### config.mk
export PLATFORM = sky130hd
export DESIGN_NAME = mips_trace_buffer_flat
export DESIGN_NICKNAME = d
export VERILOG_FILES = /design/src/rtl/mips_trace_buffer_if.sv /design/src/rtl/mips_trace_buffer.sv /design/src/flat_wrapper.sv
export SDC_FILE = /design/constraint.sdc
export NUM_CORES = 1
export LEC_CHECK = 0
export ABC_AREA = 1
export CAP_MARGIN = 20
export CORE_ASPECT_RATIO = 1.5
export CORE_MARGIN = 1
export CORE_UTILIZATION = 28
export CTS_CLUSTER_SIZE = 14
export DETAILED_ROUTE_END_ITERATION = 16
export GPL_ROUTABILITY_DRIVEN = 0
export HOLD_SLACK_MARGIN = 0.1
export PLACE_DENSITY_LB_ADDON = 0.2
export SYNTH_ARGS = -nofsm -noshare
export SYNTH_HDL_FRONTEND = slang
export SYNTH_SLANG_ARGS = --single-unit
### constraint.sdc
create_clock -name clk -period 3.3 [get_ports clk]
set_input_delay 0.66 -clock clk [delete_from_list [all_inputs] [get_ports clk]]
set_output_delay 0.66 -clock clk [all_outputs]
set_load 0.02 [all_outputs]
### src/rtl/mips_trace_buffer_if.sv
// Capture-side and readout-side signals of the MIPS output trace buffer.
// master is the buffer itself; slave is the producer/consumer driving it.
interface mips_trace_buffer_if #(
   parameter int unsigned DATA_W = 9,
   parameter int unsigned DEPTH  = 16,
   parameter int unsigned TS_W   = 16
);
   logic                     en;
   logic [DATA_W-1:0]        din;
   logic                     rd_valid;
   logic                     rd_ready;
   logic [DATA_W-1:0]        rd_data;
   logic [TS_W-1:0]          rd_ts;
   logic [$clog2(DEPTH):0]   count;
   logic                     overflow;
   logic                     clr_ovf;

   modport master (
      input  en, din, rd_ready, clr_ovf,
      output rd_valid, rd_data, rd_ts, count, overflow
   );

   modport slave (
      output en, din, rd_ready, clr_ovf,
      input  rd_valid, rd_data, rd_ts, count, overflow
   );
endinterface

### src/rtl/mips_trace_buffer.sv
// Records the core output bus into a first-word-fall-through FIFO, each entry tagged
// with a cycle timestamp; optional change-only capture and sticky overflow flag.
module mips_trace_buffer #(
   parameter int unsigned DATA_W      = 9,
   parameter int unsigned DEPTH       = 16,
   parameter int unsigned TS_W        = 16,
   parameter bit          MODE_CHANGE = 1'b1
) (
   input  logic                clk,
   input  logic                rst,
   mips_trace_buffer_if.master bus
);
   localparam int unsigned AW = $clog2(DEPTH);
   localparam int unsigned CW = AW + 1;

   logic [DATA_W-1:0] mem_data [DEPTH];
   logic [TS_W-1:0]   mem_ts   [DEPTH];

   logic [AW-1:0]     wr_ptr_q, wr_ptr_d;
   logic [AW-1:0]     rd_ptr_q, rd_ptr_d;
   logic [CW-1:0]     count_q, count_d;
   logic [TS_W-1:0]   ts_q, ts_d;
   logic              primed_q, primed_d;
   logic [DATA_W-1:0] last_q, last_d;
   logic              ovf_q, ovf_d;

   logic capture, full, push, pop, drop;

   always_comb begin
      capture  = bus.en && (!MODE_CHANGE || !primed_q || (bus.din != last_q));
      full     = (count_q == CW'(DEPTH));
      pop      = (count_q != '0) && bus.rd_ready;
      // A pop in the same cycle frees the slot, so a full FIFO still accepts the push.
      push     = capture && (!full || pop);
      drop     = capture && full && !pop;

      wr_ptr_d = push ? wr_ptr_q + AW'(1) : wr_ptr_q;
      rd_ptr_d = pop  ? rd_ptr_q + AW'(1) : rd_ptr_q;
      count_d  = count_q + CW'(push) - CW'(pop);
      ts_d     = bus.en ? ts_q + TS_W'(1) : ts_q;
      primed_d = bus.en;
      last_d   = bus.en ? bus.din : last_q;

      ovf_d = ovf_q;
      if (drop) begin
         ovf_d = 1'b1;
      end else if (bus.clr_ovf) begin
         ovf_d = 1'b0;
      end
   end

   always_ff @(posedge clk) begin
      if (!rst) begin
         wr_ptr_q <= '0;
         rd_ptr_q <= '0;
         count_q  <= '0;
         ts_q     <= '0;
         primed_q <= 1'b0;
         last_q   <= '0;
         ovf_q    <= 1'b0;
      end else begin
         wr_ptr_q <= wr_ptr_d;
         rd_ptr_q <= rd_ptr_d;
         count_q  <= count_d;
         ts_q     <= ts_d;
         primed_q <= primed_d;
         last_q   <= last_d;
         ovf_q    <= ovf_d;
      end
   end

   // Storage is never cleared; only the write is suppressed while in reset.
   always_ff @(posedge clk) begin
      if (rst && push) begin
         mem_data[wr_ptr_q] <= bus.din;
         mem_ts[wr_ptr_q]   <= ts_q;
      end
   end

   assign bus.rd_valid = (count_q != '0);
   assign bus.rd_data  = mem_data[rd_ptr_q];
   assign bus.rd_ts    = mem_ts[rd_ptr_q];
   assign bus.count    = count_q;
   assign bus.overflow = ovf_q;
endmodule
### src/flat_wrapper.sv
// flat-port wrapper written by rule: the top's interface ports become plain ports
module mips_trace_buffer_flat 
#(
   parameter int unsigned DATA_W      = 9,
   parameter int unsigned DEPTH       = 16,
   parameter int unsigned TS_W        = 16,
   parameter bit          MODE_CHANGE = 1'b1
)
  (clk, rst, bus_en, bus_din, bus_rd_ready, bus_clr_ovf, bus_rd_valid, bus_rd_data, bus_rd_ts, bus_count, bus_overflow);
  mips_trace_buffer_if #(.DATA_W(DATA_W), .DEPTH(DEPTH), .TS_W(TS_W)) bus_i ();
  input  logic clk;
  input  logic rst;
  input wire logic [$bits(bus_i.en)-1:0] bus_en;
  input wire logic [$bits(bus_i.din)-1:0] bus_din;
  input wire logic [$bits(bus_i.rd_ready)-1:0] bus_rd_ready;
  input wire logic [$bits(bus_i.clr_ovf)-1:0] bus_clr_ovf;
  output wire logic [$bits(bus_i.rd_valid)-1:0] bus_rd_valid;
  output wire logic [$bits(bus_i.rd_data)-1:0] bus_rd_data;
  output wire logic [$bits(bus_i.rd_ts)-1:0] bus_rd_ts;
  output wire logic [$bits(bus_i.count)-1:0] bus_count;
  output wire logic [$bits(bus_i.overflow)-1:0] bus_overflow;
  assign bus_i.en = bus_en;
  assign bus_i.din = bus_din;
  assign bus_i.rd_ready = bus_rd_ready;
  assign bus_i.clr_ovf = bus_clr_ovf;
  assign bus_rd_valid = bus_i.rd_valid;
  assign bus_rd_data = bus_i.rd_data;
  assign bus_rd_ts = bus_i.rd_ts;
  assign bus_count = bus_i.count;
  assign bus_overflow = bus_i.overflow;
  mips_trace_buffer #(.DATA_W(DATA_W), .DEPTH(DEPTH), .TS_W(TS_W), .MODE_CHANGE(MODE_CHANGE)) u_core (.clk(clk), .rst(rst), .bus(bus_i));
endmodule
### Yosys cells after proc, flatten, opt, wreduce, memory -nomap -nowiden

Memory sizes are Yosys's and may differ from the RTL's. A register that Yosys moved wholly into a read port is not among the register bits.
Index checks and enable logic that the tools add are counted.

| word-level totals | value |
|---|---|
| flip-flop bits (word level) | 40 |
| memory bits (writable) | 400 |
| memories | 2 |

| operators by class | value |
|---|---|
| add/sub/neg operators | 5 |
| eq/ne operators | 2 |
| muxes and demuxes | 8 |
| reductions and logical operators | 13 |

Memory list:

| memory | words | width | rd ports | clocked after memory_dff | write ports | line | RTL |
|---|---|---|---|---|---|---|---|
| u_core.mem_ts | 16 | 16 | 1 | 1 | 1 | mips_trace_buffer.sv:17 | `logic [TS_W-1:0] mem_ts [DEPTH];` |
| u_core.mem_data | 16 | 9 | 1 | 1 | 1 | mips_trace_buffer.sv:16 | `logic [DATA_W-1:0] mem_data [DEPTH];` |

Operators with widths:

| operator | number |
|---|---|
| 16-bit by 1-bit adder with 16-bit output, second input constant | 1 |
| 4-bit two-way mux | 4 |
| 9-bit inequality test | 1 |
| 4-bit by 1-bit adder with 4-bit output, second input constant | 2 |
| 1-bit logical AND | 6 |
| 5-bit by 1-bit adder with 5-bit output | 1 |
| 5-bit == test, second input constant | 1 |
| 5-bit nonzero test | 1 |
| 5-bit by 1-bit subtractor with 5-bit output | 1 |
| 1-bit two-way mux | 4 |
| 1-bit logical NOT | 3 |
| 1-bit logical OR | 2 |
| 2-bit nonzero test | 1 |

### Longest topological paths before layout

Gate-level depths: netlist of the first run.

| depth | value |
|---|---|
| word-level depth | 7 |
| mapped depth | 15 |
| depth with buffers taken out | 15 |

### Worst setup path before layout of the first run

OpenSTA, ideal clock, no wires.

| path | value |
|---|---|
| path kind | register to register |
| start point | reg u_core.count_q[2], in the netlist u_core.bus.count[2] |
| end point | mem u_core.mem_data[11][0], enable pin |
| data arrival time | 2.697 ns |
| required time | 2.893 ns |
| setup slack | 0.196 ns |
| cell stages (with the launch flop) | 12 |
| period minus slack after synthesis | 3.104 ns |
| cells stage by stage | dfxtp_1 inv_1 ha_1 nand2_1 nor2_1 nand2_1 nand2_1 nand3_1 nand3_2 inv_2 nand2_1 nor2_1 |

| between the ends | value |
|---|---|
| cells in the longest elaborated chain, start to end | 7 |

Ends and longest elaborated chain:

| item | line | RTL |
|---|---|---|
| start: declaration | mips_trace_buffer.sv:21 | `logic [CW-1:0] count_q, count_d;` |
| start signal: assignment | mips_trace_buffer.sv:64 | `count_q <= count_d;` |
| 5-bit nonzero test | -- |  |
| net bus_rd_valid | flat_wrapper.sv:17 | `output wire logic [$bits(bus_i.rd_valid)-1:0] bus_rd_valid;` |
| 1-bit logical AND | mips_trace_buffer.sv:32 | `pop = (count_q != '0) && bus.rd_ready;` |
| 1-bit logical OR | mips_trace_buffer.sv:34 | `push = capture && (!full \|\| pop);` |
| 1-bit logical AND | mips_trace_buffer.sv:34 |  |
| 1-bit logical AND | mips_trace_buffer.sv:74 | `if (rst && push) begin` |
| 1-bit two-way mux | mips_trace_buffer.sv:74 |  |
| 1-bit two-way mux (implied by the code) | mips_trace_buffer.sv:75 | `mem_data[wr_ptr_q] <= bus.din;` |
| end: declaration | mips_trace_buffer.sv:16 |  |

The timed path passes the listed nets, and every way through them passes these cells.

==> results of run 1 <==
## path summary, 6_finish.rpt
path,to,startpoint,slack [ns]
worst max-delay path,bus_rd_ts[4],flip-flop,0.12
worst min-delay path,u_core.last_q[1],u_core.last_q[1],0.48
worst max register to register,u_core.bus.count[4],u_core.bus.count[2],0.59
worst min register to register,u_core.last_q[1],u_core.last_q[1],0.48
## synthesized netlist by cell type, types with 2 or more instances
| cell | number |
|---|---|
| a21oi_1 | 126 |
| buf_1 | 3 |
| buf_2 | 11 |
| buf_4 | 7 |
| buf_6 | 10 |
| clkbuf_1 | 45 |
| dfxtp_1 | 44 |
| edfxtp_1 | 400 |
| ha_1 | 12 |
| inv_1 | 146 |
| inv_2 | 3 |
| mux2i_1 | 100 |
| nand2_1 | 78 |
| nand3_1 | 42 |
| nand3b_1 | 2 |
| nand4_1 | 3 |
| nor2_1 | 50 |
| nor3_1 | 4 |
| o211ai_1 | 100 |
| o21a_1 | 2 |
| o21ai_0 | 140 |
| or2_1 | 2 |
| xnor2_1 | 4 |
| xor2_1 | 5 |
## layout make-up
type,instances,area (um2)
fillers,6102,41700
clock buffers,59,1260
repair buffers,121,1480
flip-flops and latches,444,12900
inverters,150,564
well taps,805,1010
clock inverters,24,221
multi-input cells,682,4320
## critical path: stages, from the launching register on
cell and delay [ns]:
dfxtp_4 0.51, buf_4 0.22, bufbuf_16 0.35, a21oi_1 0.08
o21ai_0 0.08, o211ai_1 0.11, nand3_1 0.14, nand2_1 0.13
dlygate4sd2_1 0.34
## sequential cells by signal, indices dropped and copies added (netlist names), named ones only
signal,count
u_core.bus.overflow,1
u_core.bus.count,5
u_core.mem_data,144
u_core.wr_ptr_q,4
u_core.last_q,9
u_core.ts_q,16
u_core.rd_ptr_q,4
u_core.primed_q,1
u_core.mem_ts,256
## cell families (layout without fill, tap and decap cells)
kind of cell / Yosys count / count (layout)
xor gates and xnor gates: 9 / 9
and+or+nand+nor: 190 / 190
adders and majority gates: 13 / 13
muxes: 100 / 100
AOI/OAI and AO/OA: 370 / 370
DFF: 444 / 444
buffers and inverters: 226 / 354
## per-layer routing
metal,global-route usage,wire length (um),share of wire
met5,0,0,0
met4,0.0394,1000,0.022
met3,0.0145,1200,0.026
met2,0.258,24100,0.52
met1,0.171,19600,0.43
## repair_timing
action / CTS / global route
buffers inserted: 4 / 0
gates resized for setup: 29 / 1
setup endpoints to repair: 20 / 1
gates cloned: 3 / 1
## stage by stage
stage	instance area, um2	hold WS [ns]	utilization	TNS [ns]
5_1_grt	21800	0.513	0.343	0
4_1_cts	21700	0.479	0.342	0
3_3_place_gp	20100	0.460	0.316	-0.121
6_report	21800	0.479	0.343	0
2_1_floorplan	18100	0.446	-	0
3_5_place_dp	20100	0.462	0.316	-0.0864
## power groups by stage
stage | clock network (mW) | logic (mW) | registers, mW
6_report | 5.15 | 3.06 | 6.31
5_1_grt | 5.48 | 3.40 | 6.32
4_1_cts | 5.30 | 3.11 | 6.30
3_5_place_dp | 0 | 3.03 | 6.42
3_3_place_gp | 0 | 3.03 | 6.42
2_1_floorplan | 0 | 1.88 | 6.41
==> run metrics, run 1 <==
multiplexer share of the synthesized area=0.0554; 1st-iter DRT viols=775; Reg power frac=0.435; CP endpoint kind=primary output; syn avg cell area=13.4 um2; vias in the first global route=11000; Slew @ Worst Pin=0.878 ns; layout cells sized above 1=0.119; Tmin final=3.18 ns; commonest non-fill, non-tap cell in the layout=edfxtp_1; RSZ-0062 raised after global routing=yes; placed insts=2194; Post-Layout Cell Count=2285; CP Launch Type=flip-flop; hold_buf cts=0; Seq cells post-synth=444; net count after synthesis=1379; register area share after synthesis=0.714; hold crit path type=flip-flop to flip-flop; latest clock arrival within the worst-skew pair=0.55 ns; Post-Synth XOR/XNOR Area=0.00437; sw power=4.08 mW; Final Hold Fails=0; Ports=46; DRC errors left=0; Clock power frac=0.355; yosys warns=0; setup violators final=0; Combinational Power Share=0.211; DIE WIDTH=209 um; Power Internal=10.4 mW; Post-Synthesis Cell Area=0.0181 mm2; highest-count cells in the layout ignoring fill and taps=edfxtp_1 (400), inv_1 (146), o21ai_0 (140); PD cells=667 mW/mm2; ys async rst share=0; main combinational cell family by area after synthesis=compound AO/OA/AOI/OAI gates; Slew headroom=0.414; core area=0.0635 mm2; WL/cell=20.1 um; simple-gate share of the synthesized area=0.0465; Primary FF master, synth=edfxtp_1; starting density of the core=0.284; first-pass GRT wire length=68500 um; Hold Path Cell Cnt=2; Via density=4.70; Area Growth Syn to Fin=20.5%; ranking of synthesized cells by area=edfxtp_1 (67%), mux2i_1 (5.5%), dfxtp_1 (4.9%), o211ai_1 (4.2%), o21ai_0 (3.9%); r2r worst-path depth=15; Post-Synthesis Cells=1352; Yosys cell types=37; site row count=113; clock sink total=444; clk buf depth=3; Clock Pin Slew Worst Setup and Hold Paths=0.06 ns; ANT cells=0; Synth area leader=edfxtp_1; Antenna Violating Nets Remaining=0; Setup WS post-layout=0.120 ns; largest net degree at the start of global routing=78; Compound-Gate Fraction of Synth Area=0.117; Max-Cap Viols=0; fmax=314 MHz; Slew Viols, Final=0; post-synth top area share=0.665; Setup CP Type=flip-flop to primary output; PortBufs=45; period utilization=0.964; Root Buffer Master=clkbuf_16; total gr overflow=0; number of flops mapped to enable cells by yosys=400; maximum fanout along the worst path=34; Leakage=7.50 nW; Num CTS Buffers=45; outcome=complete, no violations; Critical Path RT=2.64 ns; Total Routed Length=45900 um; Peak supply drop=0.000365 V; final net count=1471; DRT Pass-1 Iters=5; fraction of the mapped netlist area in adder cells=0.00942; total die area=0.0655 mm2; total power=14.5 mW; initial antenna violation count=1; CTS H-tree depth=2; gr usage total=0.140; CP Data Arrival Time=2.52 ns; Post-Route Skew=0.0195 ns; die height=313 um; setup slack at placement=-0.0864 ns; CTS tree=built; via count=10700; switching fraction of total power=0.281; Final HPWL DP=26400 um
(Power assumes the default switching activity.)
==> run 2: changes to the inputs <==
--- a/config.mk
+++ b/config.mk
@@ -6,7 +6,6 @@
 export NUM_CORES = 1
 export LEC_CHECK = 0
 export ABC_AREA = 1
-export CAP_MARGIN = 20
 export CORE_ASPECT_RATIO = 1.5
 export CORE_MARGIN = 1
 export CORE_UTILIZATION = 28
==> constraint.sdc (replaced) <==
create_clock -name clk -period 3.1 [get_ports clk]
set_input_delay 0.62 -clock clk [delete_from_list [all_inputs] [get_ports clk]]
set_output_delay 0.62 -clock clk [all_outputs]
set_load 0.02 [all_outputs]
==> run 2 against run 1 <==
  * Global-route usage up 0.12 points
  * Design area about the same
  * Non-clock buffer count up 31
  * Worst hold slack worse by 0.0087 ns
  * Critical path depth down 1
  * Flip-flop and latch count unchanged
  * Critical path type unchanged
  * Largest cell class unchanged
==> run metrics, run 2 (synthesis gave the netlist of run 1 again) <==
outcome=complete, no violations (unchanged); clk buf depth=3 (unchanged); setup slack at placement=-0.215 ns (was -0.0864 ns); Fin Hold WS=0.470 ns (was 0.479 ns); fmax=332 MHz; final net count=1499 (was 1471); Tmin final=3.02 ns; Area Growth Syn to Fin=20.6% (was 20.5%); vias in the first global route=10900 (was 11000); via count=10700 (about the same); CP Data Arrival Time=2.40 ns (was 2.52 ns); CTS tree=built (unchanged); gr usage total=0.141 (was 0.140); DRC errors left=0 (unchanged); WL/cell=20.2 um (was 20.1 um); CP endpoint kind=primary output (unchanged); Slew Viols, Final=0 (unchanged); starting density of the core=0.284 (unchanged); Final HPWL DP=28800 um (was 26400 um); total power=14.8 mW (was 14.5 mW); Root Buffer Master=clkbuf_16 (unchanged); Total Routed Length=46500 um (was 45900 um); commonest non-fill, non-tap cell in the layout=edfxtp_1 (unchanged); Slew headroom=0.394 (was 0.414); design area=0.0218 mm2 (about the same); largest net degree at the start of global routing=68 (was 78); setup violators final=0 (unchanged); Leakage=7.49 nW (was 7.50 nW); latest clock arrival within the worst-skew pair=0.56 ns (was 0.55 ns); Setup CP Type=flip-flop to primary output (unchanged); placed insts=2225 (was 2194); Clock Pin Slew Worst Setup and Hold Paths=0.06 ns (about the same); max reg flops=256 (unchanged); Max-Cap Viols=0 (unchanged); CP Launch Type=flip-flop (unchanged); Peak supply drop=0.000405 V (was 0.000365 V); total die area=0.0655 mm2 (unchanged); Num CTS Buffers=42 (was 45); top flop regs=u_core.mem_ts (256), u_core.mem_data (144), u_core.ts_q (16) (unchanged); maximum fanout along the worst path=31 (was 34); initial antenna violation count=0 (was 1); Area after DPL=0.0204 mm2 (was 0.0201 mm2); 1st-iter DRT viols=563 (was 775); DRT Pass-1 Iters=5 (unchanged); period utilization=0.973; DIE WIDTH=209 um (unchanged); first-pass GRT wire length=68900 um (was 68500 um); Setup WS post-layout=0.0850 ns (was 0.120 ns); Final Hold Fails=0 (unchanged); Slew @ Worst Pin=0.908 ns (was 0.878 ns); Via density=4.64 (was 4.70); clock sink total=444 (unchanged); die height=313 um (unchanged); total gr overflow=0 (unchanged); PD cells=680 mW/mm2 (was 667 mW/mm2); core area=0.0635 mm2 (unchanged); RSZ-0062 raised after global routing=no (was yes); Post-Route Skew=0.0245 ns (was 0.0195 ns); Most flops, register=u_core.mem_ts (unchanged); PortBufs=45 (unchanged); CTS H-tree depth=2 (unchanged); hold crit path type=flip-flop to flip-flop (unchanged); layout cells sized above 1=0.134 (was 0.119); fillcell total=6117 (was 6102); Critical Path RT=2.48 ns (was 2.64 ns); highest-count cells in the layout ignoring fill and taps=edfxtp_1 (400), inv_1 (145), o21ai_0 (139) (was edfxtp_1 (400), inv_1 (146), o21ai_0 (140)); Ports=46 (unchanged); Antenna Violating Nets Remaining=0 (unchanged); Post-Layout Cell Count=2308 (was 2285); site row count=113 (unchanged)
run 2: changes by cell type in the layout (fill, tap and decap cells not counted), moves of 3 or more:
cell           previous run  this run
dlygate4sd2_1            24        14
clkbuf_16                48        45
clkbuf_2                  0         6
bufbuf_16                 3         0
clkbuf_1                  8        15
bufinv_16                 4         1
buf_4                    43        67
buf_12                   25        29
clkinv_2                 12         4
clkbuf_8                  4         0
run 2: power breakdown:
group | leakage (nW) | internal, mW | total (mW) | switching, mW
clock | 0.589 | 2.59 | 4.77 | 2.18
combinational | 2.87 | 1.32 | 3.33 | 2.01
sequential | 4.03 | 6.60 | 6.70 | 0.0910
run 2: cell type report:
| type | count | area, um2 | area share |
|---|---|---|---|
| antenna | 1 | 2.50 | 0.000115 |
| clock buffer | 57 | 1110 | 0.0509 |
| clock inverter | 17 | 119 | 0.00546 |
| inverter | 150 | 569 | 0.0261 |
| multi-input combinational | 682 | 4330 | 0.199 |
| sequential | 444 | 12900 | 0.593 |
| tap | 805 | 1010 | 0.0463 |
| timing repair buffer | 152 | 1740 | 0.0798 |
run 2: timing repair:
| action | 4_1_cts | 5_1_grt |
|---|---|---|
| resized for setup | 40 | 22 |
| pin swaps | 1 | 8 |
| endpoints found under the setup margin | 25 | 12 |
| hold buffers | 0 | 0 |
| setup buffers | 2 | 2 |
| cloned | 1 | 3 |
run 2: per-layer routing:
metal / up-vias / part of all wire / track usage
li1: 5180 / - / -
met1: 5283 / 0.43 / 0.174
met2: 173 / 0.52 / 0.255
met3: 69 / 0.029 / 0.0160
met4: 0 / 0.026 / 0.0455
met5: - / 0 / 0
run 2: worst paths after layout:
check                           start             endpoint  slack, ns  cells after the start
setup / recovery            flip-flop         bus_rd_ts[7]       0.08                      7
hold / removal       u_core.last_q[1]     u_core.last_q[1]       0.47                      2
setup reg to reg  u_core.bus.count[3]  u_core.bus.count[4]       0.50                     15
hold reg to reg      u_core.last_q[1]     u_core.last_q[1]       0.47                      2
run 2: critical path: stages, from the launching register on:
cell,delay (ns)
dfxtp_4,0.41
buf_12,0.19
buf_16,0.20
mux2i_1,0.22
o21ai_0,0.09
o211ai_1,0.28
nand2_1,0.10
dlygate4sd2_1,0.33
run 2: through the flow:
| step | TNS [ns] | utilization |
|---|---|---|
| 5_1_grt | 0 | 0.343 |
| 3_5_place_dp | -15.18 | 0.321 |
| 4_1_cts | -0.0575 | 0.342 |
| 6_report | 0 | 0.343 |
| 3_3_place_gp | -14.21 | 0.321 |
| 2_1_floorplan | -1.46 | - |
